--- src/rtl/magnitude_squared_cal.sv ---
// magnitude_squared_cal: computes re^2 + im^2 of one signed complex sample with a serial shift-add multiplier.
// Ports: clock/reset (sync, active-high); enable starts a computation when idle, capturing realIn/imagIn;
// busy is high while computing; valid pulses one cycle when outputData holds a new unsigned result.
module magnitude_squared_cal #(
  parameter int INPUT_DATA_WIDTH  = 42,
  parameter int OUTPUT_DATA_WIDTH = 84,
  parameter int COUNT_WIDTH       = 6
) (
  input  logic                         clock,
  input  logic                         reset,
  input  logic                         enable,
  input  logic [INPUT_DATA_WIDTH-1:0]  realIn,
  input  logic [INPUT_DATA_WIDTH-1:0]  imagIn,
  output logic                         busy,
  output logic                         valid,
  output logic [OUTPUT_DATA_WIDTH-1:0] outputData
);
  typedef enum logic [1:0] {IDLE, MULT, SUM} state_t;
  state_t state, state_next;
  logic [INPUT_DATA_WIDTH-1:0] mag_re, mag_im, abs_re, abs_im;
  logic [OUTPUT_DATA_WIDTH-1:0] acc_re, acc_im, pp_re, pp_im;
  logic [COUNT_WIDTH-1:0] counter;
  logic last;
  // The most-negative input negates to 2^(W-1), which is exact as a W-bit unsigned value.
  assign abs_re = realIn[INPUT_DATA_WIDTH-1] ? -realIn : realIn;
  assign abs_im = imagIn[INPUT_DATA_WIDTH-1] ? -imagIn : imagIn;
  assign last = counter == COUNT_WIDTH'(INPUT_DATA_WIDTH - 1);
  // Each magnitude is squared by multiplying it with itself, one multiplier bit per clock.
  assign pp_re = mag_re[counter] ? ({{(OUTPUT_DATA_WIDTH-INPUT_DATA_WIDTH){1'b0}}, mag_re} << counter) : '0;
  assign pp_im = mag_im[counter] ? ({{(OUTPUT_DATA_WIDTH-INPUT_DATA_WIDTH){1'b0}}, mag_im} << counter) : '0;
  always_comb begin
    state_next = state;
    state_next = (state == IDLE) ? (enable ? MULT : IDLE) :
                 (state == MULT) ? (last ? SUM : MULT) : IDLE;
  end
  always_ff @(posedge clock) begin
    if (reset) state <= IDLE;
    else state <= state_next;
  end
  always_ff @(posedge clock) begin
    if (reset) begin
      busy       <= 1'b0;
      valid      <= 1'b0;
      outputData <= '0;
      mag_re     <= '0;
      mag_im     <= '0;
      acc_re     <= '0;
      acc_im     <= '0;
      counter    <= '0;
    end else begin
      valid <= 1'b0;
      case (state)
        IDLE: if (enable) begin
          mag_re  <= abs_re;
          mag_im  <= abs_im;
          acc_re  <= '0;
          acc_im  <= '0;
          counter <= '0;
          busy    <= 1'b1;
        end
        MULT: begin
          acc_re  <= acc_re + pp_re;
          acc_im  <= acc_im + pp_im;
          counter <= counter + 1'b1;
        end
        SUM: begin
          outputData <= acc_re + acc_im;
          valid      <= 1'b1;
          busy       <= 1'b0;
        end
        default: ;
      endcase
    end
  end
endmodule

--- config.mk ---
export PLATFORM = sky130hd
export DESIGN_NAME = magnitude_squared_cal
export DESIGN_NICKNAME = d
export VERILOG_FILES = /design/src/rtl/magnitude_squared_cal.sv
export SDC_FILE = /design/constraint.sdc
export NUM_CORES = 2
export LEC_CHECK = 0
export CAP_MARGIN = 15
export CORE_MARGIN = 3
export CORE_UTILIZATION = 60
export CTS_BUF_LIST = sky130_fd_sc_hd__clkbuf_16
export DETAILED_ROUTE_END_ITERATION = 10
export HOLD_SLACK_MARGIN = 0.02
export PLACE_DENSITY = 0.8
export SETUP_SLACK_MARGIN = 0.5
export SLEW_MARGIN = 40
export SYNTH_ARGS = -nofsm -noshare
export SYNTH_HDL_FRONTEND = slang
export SYNTH_SLANG_ARGS = --single-unit
--- constraint.sdc ---
create_clock -name clock -period 13.1 [get_ports clock]
set_input_delay 2.62 -clock clock [delete_from_list [all_inputs] [get_ports clock]]
set_output_delay 2.62 -clock clock [all_outputs]
set_load 0.05 [all_outputs]
# ---- Yosys cells after proc, flatten, opt, wreduce, memory -nomap -nowiden
# Index checks and enable logic that the tools add are counted.
dict set report totals {
  regBits 346
  in_bits 87
  output_inout_bits 86
  elab_cells 48
}
dict set report op_classes {
  addsub 6
  magnitude_cmp 1
  n_eq_ne 4
  shift 2
  mux 20
  reduce_logical 6
}
# cell n
set ops {}
lappend ops {{84-bit one-hot mux with 2 select lines} 2}
lappend ops {{84-bit adder} 3}
lappend ops {{84-bit two-way mux} 3}
lappend ops {{42-bit by 6-bit << shifter with 84-bit output} 2}
lappend ops {{42-bit two-way mux} 2}
lappend ops {{42-bit negator} 2}
lappend ops {{1-bit binary-select mux with 6-bit select} 2}
lappend ops {{6-bit one-hot mux with 2 select lines} 1}
lappend ops {{6-bit by 7-bit less-than comparator with 1-bit output, second input constant} 1}
lappend ops {{6-bit by 1-bit adder with 6-bit output, second input constant} 1}
lappend ops {{6-bit equality test, second input constant} 1}
lappend ops {{2-bit two-way mux} 3}
lappend ops {{6-bit two-way mux} 1}
lappend ops {{2-bit AND reduction} 3}
lappend ops {{1-bit two-way mux} 5}
lappend ops {{2-bit nonzero test} 2}
lappend ops {{2-bit by 1-bit equality test with 1-bit output, second input constant} 1}
lappend ops {{2-bit equality test, second input constant} 1}
lappend ops {{2-bit zero test} 1}
lappend ops {{2-bit inequality test, second input constant} 1}
lappend ops {{1-bit one-hot mux with 2 select lines} 1}

# ---- Logic depth before layout (Yosys ltp)
dict set report logic_depth {
  ltp_word 5
  mapped_depth 29
  mapped_depth_nobuf 24
}

# ---- Worst setup path before layout
# No wires, ideal clock.
dict set report synth_timing {
  kind {flip-flop to flip-flop}
  start {register counter[1]}
  end {register acc_im[78]}
  setup_time_ns 0.125
  arrival_time_ns 5.517
  t_required_ns 12.975
  slack_ns 7.458
  stages_incl_launch_ff 24
  n_path_buf 5
  synth_period_minus_slack_ns 5.642
  path_cell_list {dfxtp_1 buf_2 buf_1 clkbuf_1 buf_2 o221ai_1 o21ai_1 and2_0 buf_2 nor3_1 ha_1 fa_1 a211oi_1 o21a_1 a211oi_2 o2111ai_1 or3b_4 a211oi_2 o31a_2 o41ai_2 a221o_1 a21oi_1 xor2_1 o21ai_1}
}
dict set report synth_via {
  elab_chain_len 5
  word_cells_on_any_way 6
  cone_classes {add/sub: 1; shift: 1; mux: 4}
}
# element line
set synth_lines {}
lappend synth_lines {{from (decl)} 22} ;# logic [COUNT_WIDTH-1:0] counter;
lappend synth_lines {{from (signal assigned)} 64} ;# counter <= counter + 1'b1;
lappend synth_lines {{1-bit binary-select mux with 6-bit select} 30} ;# assign pp_im = mag_im[counter] ? ({{(OUTPUT_DATA_WIDTH-INPUT_DATA_WIDTH){1'b0}}, mag_im} << counter) : '0;
lappend synth_lines {{1-bit two-way mux (not written as such)} 30}
lappend synth_lines {{84-bit two-way mux *} 30}
lappend synth_lines {{84-bit adder *} 63} ;# acc_im <= acc_im + pp_im;
lappend synth_lines {{84-bit one-hot mux with 2 select lines *} 52} ;# case (state)
lappend synth_lines {{to (signal assigned)} 63}
lappend synth_lines {{to (decl)} 21} ;# logic [OUTPUT_DATA_WIDTH-1:0] acc_re, acc_im, pp_re, pp_im;
# Mark *: on every way between the ends. The rest lies on a longest branch, timed or not. The select of a mux whose other input is x is not followed.
# A chain may end at the register's enable or synchronous reset.

# ---- Worst setup path in the final report
dict set report layout_timing {
  start {register counter[2]}
  end {register acc_im[82]}
}
# The elaborated chain is that of the path after synthesis.

==> summary.md <==
| Metric | Value |
|---|---|
| Status | `finished clean` |
| WL final | `between 100000 and 150000 um` |
| Initial antenna violation count | `4` |
| Most frequent cell after synthesis | `nand2_1` |
| Hold WS | `around 0.45 ns` |
| Crit end category | `flop` |
| Routability cong. | `~1.1` |
| Max-Cap Viols | `0` |
| CP Class | `flop to flop` |
| Crit Path Max Fanout | `67` |
| Largest net degree at the start of global routing | `93` |
| DIE HEIGHT | `~240 um` |
| Via count | `roughly 36k` |
| CTS tree | `done` |
| Worst Hold Class | `flop to flop` |
| DIE AREA | `approximately 0.060 mm2` |
| Async S/R FF share, synth | `0` |
| Cell area after layout | `around 0.037 mm2` |
| Vias in the first global route | `approximately 33k` |
| Post-detail-place hpwl | `97700 um` |
| Clk sink count | `346` |
| Worst Path Required | `approximately 14 ns` |
| Die width | `245 um` |
| Final hold viol count | `0` |
| Leak | `between 10 and 15 nW` |
| Initial Util | `0.614` |
| Ys flop type | `dfxtp_1` |
| VDD IR max | `approximately 0.084 mV` |
| Drt drc | `0` |
| Power consumption | `roughly 2.8 mW` |
| Pwr per Cell Area | `roughly 76 mW/mm2` |
| Post-synth cell types | `83` |
| R2R depth | `22` |
| Top-area cell type share of the netlist area | `0.202` |
| Cells after Synth | `between 4k and 5k` |
| Syn Area/Cell | `approximately 7.2 um2` |
| Final setup violating endpoints | `0` |
| Post-DRT Antenna Nets | `0` |
| Skew final | `roughly 0.027 ns` |
| Mapped cell area | `~0.034 mm2` |
| Dpl cell area | `between 0.03 and 0.04 mm2` |
| Number of H-tree levels | `2` |
| Ys Warns | `0` |
| CTS Hold Bufs | `0` |
| Longest Clk Path Bufs | `3` |
| Setup TNS | `0 ns` |
| Post-CTS Resized | `0` |
| Slew Limit Fails | `0` |
| Slew margin rel. | `0.400` |
| Least-Margin Pin Slew | `roughly 0.9 ns` |
| Crit start category | `flop` |
| First-pass GRT wire length | `roughly 190000 um` |
| RSZ-0062 raised after global routing | `no` |
| DRT iter0 DRCs | `4082` |
| Crit path DAT | `7.68 ns` |
| Clk_lat worst skew | `slightly below 0.6 ns` |
| Layout area overhead | `9.37%` |
| Num CTS Buffers | `43` |
| Layout cells sized above 1 | `0.0557` |
| Cell Rows | `86` |
| Synth cell count leaders | `nand2_1, a21oi_1, nor2_1, o21ai_0, dfxtp_1` |
| Synth area leaders | `dfxtp_1, ha_1, a21oi_1, nand2_1, o21ai_0` |
| Pre-Repair DR Iteration Count | `7` |
| Crit path time final | `7.22 ns` |
| Final #Nets | `a little over 5k` |
| Post-synthesis sequential area ratio | `0.202` |
| Via/cell ratio | `6.63` |
| Clk pin slew, worst setup/hold paths | `0.06 ns` |
| PortBufs | `172` |
| Total grt overflow | `0` |
| Synth Net Count | `5124` |
| Root buf cell | `clkbuf_16` |
| Final worst-path cycle share | `0.551` |
| GRT Total Usage | `0.395` |
| Io pins | `173` |
| Total setup buffers inserted after CTS | `0` |
| CORE AREA | `~0.056 mm2` |
| Fmax achieved | `0.138 GHz` |
| Yosys top cell by area | `dfxtp_1` |
| Wirelength per Cell | `about 23 um` |
| Worst Hold Path Cells | `2` |
| Post-synth EDFFs | `0` |
| FF+latch count, synth | `about 350` |
## critical path, cell delays in order, from the launching register on
cell       delay (ns)
dfxtp_2          0.57
inv_2            0.11
buf_4            0.68
nand2_1          0.57
o21a_1           0.32
o221ai_1         0.22
o21ai_1          0.29
and2_1           0.26
buf_4            0.25
nor3_1           0.53
ha_1             0.39
a211oi_1         0.25
o21a_1           0.27
a211oi_2         0.13
o2111ai_1        0.20
or3b_4           0.46
a211oi_2         0.40
o31a_2           0.26
o41ai_2          0.09
a221o_1          0.40
o2bb2ai_1        0.18
xor2_1           0.16
o21ai_1          0.08
## where the power goes
part | total, mW | switching [mW] | leakage (nW) | internal (mW)
combinational | 0.488 | 0.320 | 11.1 | 0.168
sequential | 1.11 | 0.0363 | 2.81 | 1.08
clock | 1.24 | 0.494 | 0.727 | 0.747
## layout by cell type, fill, tap and decap left out, drive strengths merged, types with 25 or more instances in the layout
master and instances:
a211oi 89, a21o 144, a21oi 519, a31oi 33
buf 30, clkbuf 44, clkdlybuf4s50 171, dfxtp 346
ha 253, inv 116, mux2 73, mux2i 140
mux4 25, nand2 629, nand2b 26, nand3 149
nand4 95, nor2 503, nor2b 27, nor3 52
o21a 38, o21ai 410, o21bai 60, o22ai 73
o31ai 37, or3 31, xnor2 147, xor2 157
## stage by stage
stage               std cells  utilization  setup WS, ns
floorplan                4781            -          7.46
global placement         5412        0.644          5.87
detailed placement       5413        0.645          5.84
CTS                      5490        0.671          5.82
global route             5490        0.671          5.50
finish                   5491        0.671          5.88
## path summary, 6_finish.rpt
path | from | end | slack (ns)
max | counter[2]$_SDFFE_PP0P_ | acc_im[82]$_SDFFE_PP0P_ | 5.88
min | outputData[75]$_SDFFE_PP0P_ | outputData[75]$_SDFFE_PP0P_ | 0.45
max reg2reg | counter[2]$_SDFFE_PP0P_ | acc_im[82]$_SDFFE_PP0P_ | 5.88
min reg2reg | outputData[75]$_SDFFE_PP0P_ | outputData[75]$_SDFFE_PP0P_ | 0.45
## layer usage
metal / global-route usage / wire, um / vias up
li1: - / - / 17200
met1: 0.529 / 51400 / 16900
met2: 0.611 / 52700 / 1916
met3: 0.0765 / 12800 / 378
met4: 0.190 / 6820 / 6
met5: 0 / 43 / -
## logic make-up (layout without fill, tap and decap cells)
kind of cell,Yosys count,in the layout,synth area share
AOI/OAI and AO/OA,1591,1591,0.288
and+or+nand+nor,1623,1623,0.209
other,0,1,0
xor gates and xnor gates,304,304,0.0778
buffers and inverters,423,384,0.0476
muxes,238,238,0.0815
DFF,346,346,0.202
adders and majority gates,256,256,0.0943
## sequential cells by signal, summed over array words and instances (netlist names)
signal / count
state: 2
mag_im: 42
busy: 1
valid: 1
acc_re: 84
acc_im: 84
counter: 6
outputData: 84
mag_re: 42
## final cells by class
cell class,instances,area (um2)
Antenna cell,1,2.50
Inverter,106,398
Fill cell,4858,18300
Tap cell,748,936
Clock buffer,44,1100
Multi-Input combinational cell,4012,25700
Sequential cell,346,6940
Clock inverter,33,349
Timing Repair Buffer,201,1980
Note: power is estimated with default switching activity, not from simulation.
